$ cat src/rtl/iq_sequencer.sv
`default_nettype none
// ============================================================================
//  Module      : iq_sequencer
//  Description : Collects 8 upstream 96-bit coefficient columns into one 8x8
//                block. It issues the block to the inverse quantizer as one
//                contiguous 8-cycle burst, but only when the output FIFO has
//                room for all 8 results. It then queues the dequantized
//                columns, with a last flag, in a 16-entry FWFT FIFO.
//                Optional macro IQ_SEQ_STATS_EN adds a completed-block counter
//                (blocks_done_out).
//  Revision    : 1.0 - initial release
// ============================================================================
module iq_sequencer (
  input  logic        clk_in,
  input  logic        rst_in,
  input  logic [95:0] s_column_in,
  input  logic        s_valid_in,
  output logic        s_ready_out,
  output logic        iq_rst_out,
  output logic [95:0] iq_column_out,
  output logic        iq_valid_out,
  input  logic [95:0] iq_column_in,
  input  logic        iq_valid_in,
  output logic [95:0] m_column_out,
  output logic        m_valid_out,
  output logic        m_last_out,
  input  logic        m_ready_in,
`ifdef IQ_SEQ_STATS_EN
  output logic [15:0] blocks_done_out,
`endif
  output logic        err_out
);

  localparam logic [4:0] FIFO_DEPTH  = 5'd16;
  localparam logic [5:0] ISSUE_LIMIT = 6'd8;

  typedef enum logic [1:0] {
    FILL  = 2'd0,
    WAIT  = 2'd1,
    ISSUE = 2'd2
  } state_t;

  state_t      state, state_nxt;
  logic [2:0]  wr_idx, rd_idx;
  logic [95:0] buffer [8];
  logic [95:0] iq_col_q;
  logic        iq_vld_q;
  logic        iq_vld_d;       // iq_valid_out of the previous cycle
  logic [96:0] fifo_mem [16];
  logic [3:0]  fifo_wr_ptr, fifo_rd_ptr;
  logic [4:0]  fifo_count;
  logic [2:0]  push_cnt;
  logic        err_q;

  logic        fifo_full, pop, push_ok, push_drop, stray, room;

  // Handshake and FIFO control decode
  always_comb begin
    fifo_full = (fifo_count == FIFO_DEPTH);
    pop       = m_valid_out & m_ready_in;
    // A pop in the same cycle frees the slot, so a push into a full FIFO survives.
    push_ok   = rst_in & iq_valid_in & (~fifo_full | pop);
    push_drop = iq_valid_in & fifo_full & ~pop;
    // Results arrive exactly one cycle after issue; anything else is a protocol error.
    stray     = iq_valid_in & ~iq_vld_d;
    // Only start a block when all 8 of its results are guaranteed a FIFO slot.
    room      = ({1'b0, fifo_count} + {5'd0, iq_vld_d}) <= ISSUE_LIMIT;
  end

  // Outputs are forced quiet while reset is held, even before the registers clear
  assign iq_rst_out    = ~rst_in;
  assign s_ready_out   = rst_in & (state == FILL);
  assign iq_valid_out  = rst_in & iq_vld_q;
  assign iq_column_out = rst_in ? iq_col_q : '0;
  assign m_valid_out   = rst_in & (fifo_count != 5'd0);
  assign m_column_out  = m_valid_out ? fifo_mem[fifo_rd_ptr][95:0] : '0;
  assign m_last_out    = m_valid_out & fifo_mem[fifo_rd_ptr][96];
  assign err_out       = rst_in & err_q;

  // FSM state register
  always_ff @(posedge clk_in) begin
    if (!rst_in) state <= FILL;
    else         state <= state_nxt;
  end

  // FSM next-state logic
  always_comb begin
    state_nxt = state;
    case (state)
      FILL:    if (s_valid_in && wr_idx == 3'd7) state_nxt = WAIT;
      WAIT:    if (room)                         state_nxt = ISSUE;
      ISSUE:   if (rd_idx == 3'd7)               state_nxt = FILL;
      default: state_nxt = FILL;
    endcase
  end

  // Block buffer storage (contents need no reset; indices gate their use)
  always_ff @(posedge clk_in) begin
    if (state == FILL && s_valid_in) buffer[wr_idx] <= s_column_in;
  end

  // Fill and issue column indices; both wrap back to 0 after column 7
  always_ff @(posedge clk_in) begin
    if (!rst_in) begin
      wr_idx <= 3'd0;
      rd_idx <= 3'd0;
    end else begin
      if (state == FILL && s_valid_in) wr_idx <= wr_idx + 3'd1;
      if (state == ISSUE)              rd_idx <= rd_idx + 3'd1;
    end
  end

  // Registered issue port towards the dequantizer
  always_ff @(posedge clk_in) begin
    if (!rst_in) begin
      iq_col_q <= '0;
      iq_vld_q <= 1'b0;
      iq_vld_d <= 1'b0;
    end else begin
      iq_vld_q <= (state == ISSUE);
      if (state == ISSUE) iq_col_q <= buffer[rd_idx];
      iq_vld_d <= iq_vld_q;
    end
  end

  // FIFO storage; last flag marks every 8th returned column
  always_ff @(posedge clk_in) begin
    if (push_ok) fifo_mem[fifo_wr_ptr] <= {(push_cnt == 3'd7), iq_column_in};
  end

  // FIFO pointers, occupancy, push counter and sticky error
  always_ff @(posedge clk_in) begin
    if (!rst_in) begin
      fifo_wr_ptr <= 4'd0;
      fifo_rd_ptr <= 4'd0;
      fifo_count  <= 5'd0;
      push_cnt    <= 3'd0;
      err_q       <= 1'b0;
    end else begin
      if (push_ok) fifo_wr_ptr <= fifo_wr_ptr + 4'd1;
      if (pop)     fifo_rd_ptr <= fifo_rd_ptr + 4'd1;
      case ({push_ok, pop})
        2'b10:   fifo_count <= fifo_count + 5'd1;
        2'b01:   fifo_count <= fifo_count - 5'd1;
        default: fifo_count <= fifo_count;
      endcase
      // Counts every returned column so block alignment survives a dropped push.
      if (iq_valid_in) push_cnt <= push_cnt + 3'd1;
      if (stray || push_drop) err_q <= 1'b1;
    end
  end

`ifdef IQ_SEQ_STATS_EN
  logic [15:0] blocks_q;

  // Completed-block counter, advanced when the last column leaves the FIFO
  always_ff @(posedge clk_in) begin
    if (!rst_in)                blocks_q <= 16'd0;
    else if (pop && m_last_out) blocks_q <= blocks_q + 16'd1;
  end

  assign blocks_done_out = blocks_q;
`endif

endmodule
`default_nettype wire

$ cat config.mk
export PLATFORM = sky130hd
export DESIGN_NAME = iq_sequencer
export DESIGN_NICKNAME = d
export VERILOG_FILES = /design/src/rtl/iq_sequencer.sv
export SDC_FILE = /design/constraint.sdc
export NUM_CORES = 2
export LEC_CHECK = 0
export CORE_UTILIZATION = 40
export CTS_CLUSTER_DIAMETER = 120
export DETAILED_ROUTE_END_ITERATION = 12
export PLACE_DENSITY = 0.55
export SLEW_MARGIN = 5
export SYNTH_ARGS = -nofsm -noshare
export SYNTH_HDL_FRONTEND = slang
export SYNTH_SLANG_ARGS = --single-unit
$ cat constraint.sdc
create_clock -name clk_in -period 11.8 [get_ports clk_in]
set_clock_uncertainty 0.15 [all_clocks]
set_input_delay 2.36 -clock clk_in [delete_from_list [all_inputs] [get_ports clk_in]]
set_output_delay 2.36 -clock clk_in [all_outputs]
set_load 0.01 [all_outputs]
# == Yosys cells after proc, flatten, opt, wreduce, memory -nomap -nowiden ==
# Memories as Yosys holds them, arrays and structs flattened. A register that Yosys moved wholly into a read port is not among the register bits.
# Cells that the tools add are included.
# op_classes
n_eq_ne,11
magnitude_cmp,1
div,0
n_addsub,8
multipliers,0
n_reduce_logical,8
bitwise,16
muxes,13
shift,0
# op_table
cell,n
two-way mux 96 bit,2
AND 1 bit,11
one-hot mux 5 bit (2 select lines),1
"adder 3 x 1 -> 3 bit, second input constant",3
"== test 3 bit, second input constant",3
"adder 4 x 1 -> 4 bit, second input constant",2
two-way mux 4 bit,2
adder 5 x 1 -> 6 bit,1
"less-or-equal comparator 6 x 4 -> 1 bit, second input constant",1
two-way mux 2 bit,3
one-hot mux 2 bit (3 select lines),1
"adder 5 x 1 -> 5 bit, second input constant",1
"== test 5 bit, second input constant",1
nonzero test 5 bit,1
"subtractor 5 x 1 -> 5 bit, second input constant",1
"== test 2 x 1 -> 1 bit, second input constant",2
"== test 2 bit, second input constant",2
two-way mux 1 bit,4
"inequality test 2 bit, second input constant",2
inverter 1 bit,4
AND reduction 3 bit,1
logical AND 1 bit,2
logical NOT 2 bit,1
"inequality test 2 x 1 -> 1 bit, second input constant",1
4 further kinds,4
# word_totals
out_inout_bits,198
latch_bits,0
mem_bits_rw,2320
n_memories,2
input_bits,197
register_bits,27
rom_bits,0
wordCells,69
# mem_list
name,depth,word_bits,rd,rd_ports_with_merged_regs,wr,line,rtl
fifo_mem,16,97,1,1,1,49,logic [96:0] fifo_mem [16];
buffer,8,96,1,1,1,45,logic [95:0] buffer [8];

# == Depth between registers and ports, before layout ==
# logic_depth
depth_word,7
ltp_mapped,9
depth_no_buf,8

# == Least setup slack after synthesis ==
# No wires, ideal clock.
# synth_path
path_kind,in2reg
startpoint,in rst_in
endpoint,mem fifo_mem[3][0] (enable)
slack_ns,1.040
arrival_time_ns,9.939
required_ns,10.979
setup_time_ns,0.671
path_stages,5
n_path_buf,1
cell_sequence,clkbuf_1 > nand2_1 > a31oi_1 > nand2_1 > nor3_1
# synth_via
elab_chain_cells,6
elab_cells_between_ends,7
cone_classes,mux (2); bitwise (5)
# synth_lines
element,line,rtl
start: declaration,15,"input logic rst_in,"
AND 1 bit,75,assign m_valid_out = rst_in & (fifo_count != 5'd0);
AND 1 bit,60,pop = m_valid_out & m_ready_in;
bitwise OR 1 bit,62,push_ok = rst_in & iq_valid_in & (~fifo_full | pop);
AND 1 bit *,62,
two-way mux 1 bit *,128,"if (push_ok) fifo_mem[fifo_wr_ptr] <= {(push_cnt == 3'd7), iq_column_in};"
two-way mux 1 bit (not written as such) *,128,
end: declaration,49,
# Every way passes the cells marked *; elsewhere a longest branch is shown, timed or not.

# == Final worst setup path ==
# layout_path
startpoint,in rst_in
endpoint,out m_column_out[19]
# layout_via
elab_chain_cells,2
# layout_lines
element,line,rtl
AND 1 bit,75,
two-way mux 96 bit,76,assign m_column_out = m_valid_out ? fifo_mem[fifo_rd_ptr][95:0] : '0;
end: declaration,24,"output logic [95:0] m_column_out,"
# Every way passes these cells.

==> impl_metrics.ini <==
[outcome]
run_status = finished, final reports clean

[power_and_ir_drop]
p_sw_frac = 0.202
clockPowerShare = 0.438
pwr-share-seq = 0.521
p_sw_mw = 3.74
p_int_mw = 14.7
pwr_density_cell_nw_per_um2 = 170
ir_drop_uv = 106
p_leak_nw = 32.6
p_comb_frac = 0.041

[global_route]
grt_start_max_net_pins = 123
grtUsageTotal = 0.184
first_global_vias = 44500
grt_first_pass_wirelength_um = 314000
grt_overflow = 0
antenna_found_initial = 80

[final_layout]
final_cells = 7732
drive_above_1_share = 0.245
fin_area_um2 = 109000
nets = 4717
synthToLayoutAreaGrowth_pct = 17.4

[clock_network]
ctsHoldBuffers = 0
clk_pin_slew_ns = 0.06
cts_root_buf = clkbuf_16
clk-insertion-delay-late_ns = 0.90
post-cts-setup-buffer-count = 0
cts_buffers = 281
htreeDepth = 5
cts_tree = done
cts-resized-gates = 0
cts_buffer_depth = 4
clock_sinks = 2447

[setup_path]
critical_path_required_ns = 9.29
crit_path_start_kind = input pin
critPathCaptureType = output pin
cp_cell_sequence = buf_4, inv_6, a21oi_4, buf_4, and2_1, clkdlybuf4s50_1
r2r_slack_ns = 7.44
cp_slowest_stage_delay_ns = 0.65
cpMostUsedCell = buf_4
cp_max_fo = 108
critical_path_class = input pin to output pin
arrival_ns = 5.40
crit_slowest_cell = buf_4
r2r-end = buffer[6][75]$_DFFE_PP_
ff2ff_path_depth = 5
r2r_start = state[0]$_SDFFE_PN0P_

[synth]
ys.flop_type = edfxtp_1
syn_inst = 3983
avgSynthCellArea_um2 = 23.3
synth-edff-count = 2320
synth.area.top_cells = edfxtp_1 (75%), mux4_2 (16%), dfxtp_1 (2.7%)
ys_seq_area_frac = 0.779
synth_area_leader_cell = edfxtp_1
yosysWarnings = 0
synth_top_area_share = 0.751
syn_nets = 4194
ys_async_sr_fraction = 0
syn-cell-area_um2 = 92700
yosys_register_bits = 2447
synth_cell_types = 37

[sta]
fin_crit_sh = 0.671
hold_violations = 0
slew_headroom = 0.262
worst_pin_slew_ns = 1.11
setup_tns_ns = 0
drv_slew = 0
layout_min_cycle_time_ns = 7.91
setup_violations = 0
fmax_mhz = 126
rsz0062_at_grt = no

[place]
port_buffers = 394
gp_congestion = 0.698
hpwl_um = 110000
placed_cell_area_um2 = 100000
dp.cells = 7249

[drt]
drt-total-wl_um = 214000
wire_per_inst_um = 27.7
drc_errors = 0
viasPerCell = 5.46
vias = 42200
final_antenna_net_count = 0
drtIter0Drc = 3350
drtPass1Iterations = 7

[worst_hold_path]
whs_endpoint = iq_vld_d$_SDFF_PN0_
hp-start = iq_vld_q$_SDFF_PN0_
holdCritPathClass = register to register
holdPathStages = 1

[run]
maxCapViolations = 0

[floorplan]
io_pins = 395
dieArea_um2 = 234000
core.rowCount = 176
fp.dieW_um = 483
coreArea_um2 = 230000
initial_core_util = 0.403
die_h_um = 483
registers in the layout, indices dropped and copies added, names as in the netlist, named ones only:
register,cells
wr_idx,3
fifo_rd_ptr,4
state,2
err_q,1
iq_col_q,96
fifo_mem,1552
rd_idx,3
fifo_wr_ptr,4
iq_vld_q,1
buffer,768
fifo_count,5
iq_vld_d,1
push_cnt,3
power by group through the flow:
stage                     logic [mW]  clock network [mW]  registers, mW
after floorplan                0.420                   0           9.82
after global placement         0.764                   0           9.81
after detailed placement       0.777                   0           9.81
after CTS                      0.779                8.29           9.63
after global routing           0.818                8.61           9.63
final                          0.754                8.09           9.63
critical path, delay by kind of cell:
family | cells | cell delay, ns
buffers and inverters | 4 | 2.22
AOI/OAI and AO/OA | 1 | 0.23
and+or+nand+nor | 1 | 0.23
worst max path at each step:
stage	startpoint	to	slack [ns]	cells past startpoint
after global routing	rst_in	m_column_out[27]	3.53	6
after CTS	rst_in	m_column_out[19]	3.73	6
after global placement	rst_in	m_column_out[9]	3.90	6
final	rst_in	m_column_out[19]	3.89	6
after detailed placement	rst_in	m_column_out[19]	3.73	6
after floorplan	rst_in	fifo_mem[3][0]$_DFFE_PP_	1.04	5
stage by stage:
step	worst slack [ns]	total power [mW]	hold slack (ns)	util
final	3.89	18.5	0.306	0.473
after global routing	3.53	19.1	0.348	0.473
after CTS	3.73	18.7	0.313	0.473
after detailed placement	3.73	10.6	0.298	0.436
after global placement	3.90	10.6	0.304	0.436
after floorplan	1.04	10.2	0.277	-
cell type report:
type	count	area, um^2
Fill cell	18800	121000
Sequential cell	2447	72200
Multi-Input combinational cell	1303	19600
Clock buffer	366	7590
Timing Repair Buffer	466	4680
Tap cell	3026	3790
Clock inverter	105	883
Inverter	7	31.3
Antenna cell	12	30.0
layout by cell type, fill, tap and decap left out, types with 5 or more instances in the layout:
master,Yosys,routed
clkinv_1,0,41
and2_1,197,197
a21oi_1,7,7
nand2b_1,8,8
inv_1,7,6
nor3_2,0,6
clkbuf_16,0,287
edfxtp_1,2320,2320
clkdlybuf4s50_1,0,393
clkbuf_1,131,68
diode_2,0,12
nand3_1,5,5
mux2i_1,105,105
clkinvlp_4,0,5
nand2_1,19,19
bufinv_16,0,12
dfxtp_1,127,120
buf_4,27,57
ha_1,14,14
buf_12,0,16
a211oi_1,96,96
clkinv_8,0,5
xor2_1,7,7
nor2_1,131,113
clkinv_2,0,32
inv_6,0,6
nor2_4,0,18
dfxtp_4,0,7
mux4_2,677,677
clkbuf_8,0,11
metal layers:
metal | GRT usage | share of wire | routed length, um | vias up
li1 | - | - | - | 17900
met1 | 0.256 | 0.43 | 92200 | 22700
met2 | 0.295 | 0.48 | 103000 | 1148
met3 | 0.0440 | 0.067 | 14400 | 422
met4 | 0.0425 | 0.020 | 4310 | 84
met5 | 0 | 0.0025 | 535 | -
cell usage after synthesis (2+ instances only):
library cell,count
buf_2,39
xor2_1,7
a31oi_1,2
nand3_1,5
buf_6,7
a21oi_1,7
o211ai_1,2
clkbuf_1,131
buf_4,27
xnor2_1,4
and2_1,197
a211oi_1,96
nand4_1,3
mux4_2,677
nor3_1,8
edfxtp_1,2320
o31ai_1,4
o21ai_0,3
inv_1,7
dfxtp_1,127
nand2_1,19
ha_1,14
mux2i_1,105
buf_1,22
nor2_1,131
nand2b_1,8
logic make-up after synthesis:
| logic type | share of synthesized area |
|---|---|
| buf+inv | 0.0116 |
| simple gates | 0.0214 |
| compound gates | 0.00938 |
| fa+ha+maj | 0.00189 |
| flops | 0.779 |
| xor+xnor | 0.00104 |
| mux | 0.176 |
(Power assumes the default switching activity.)
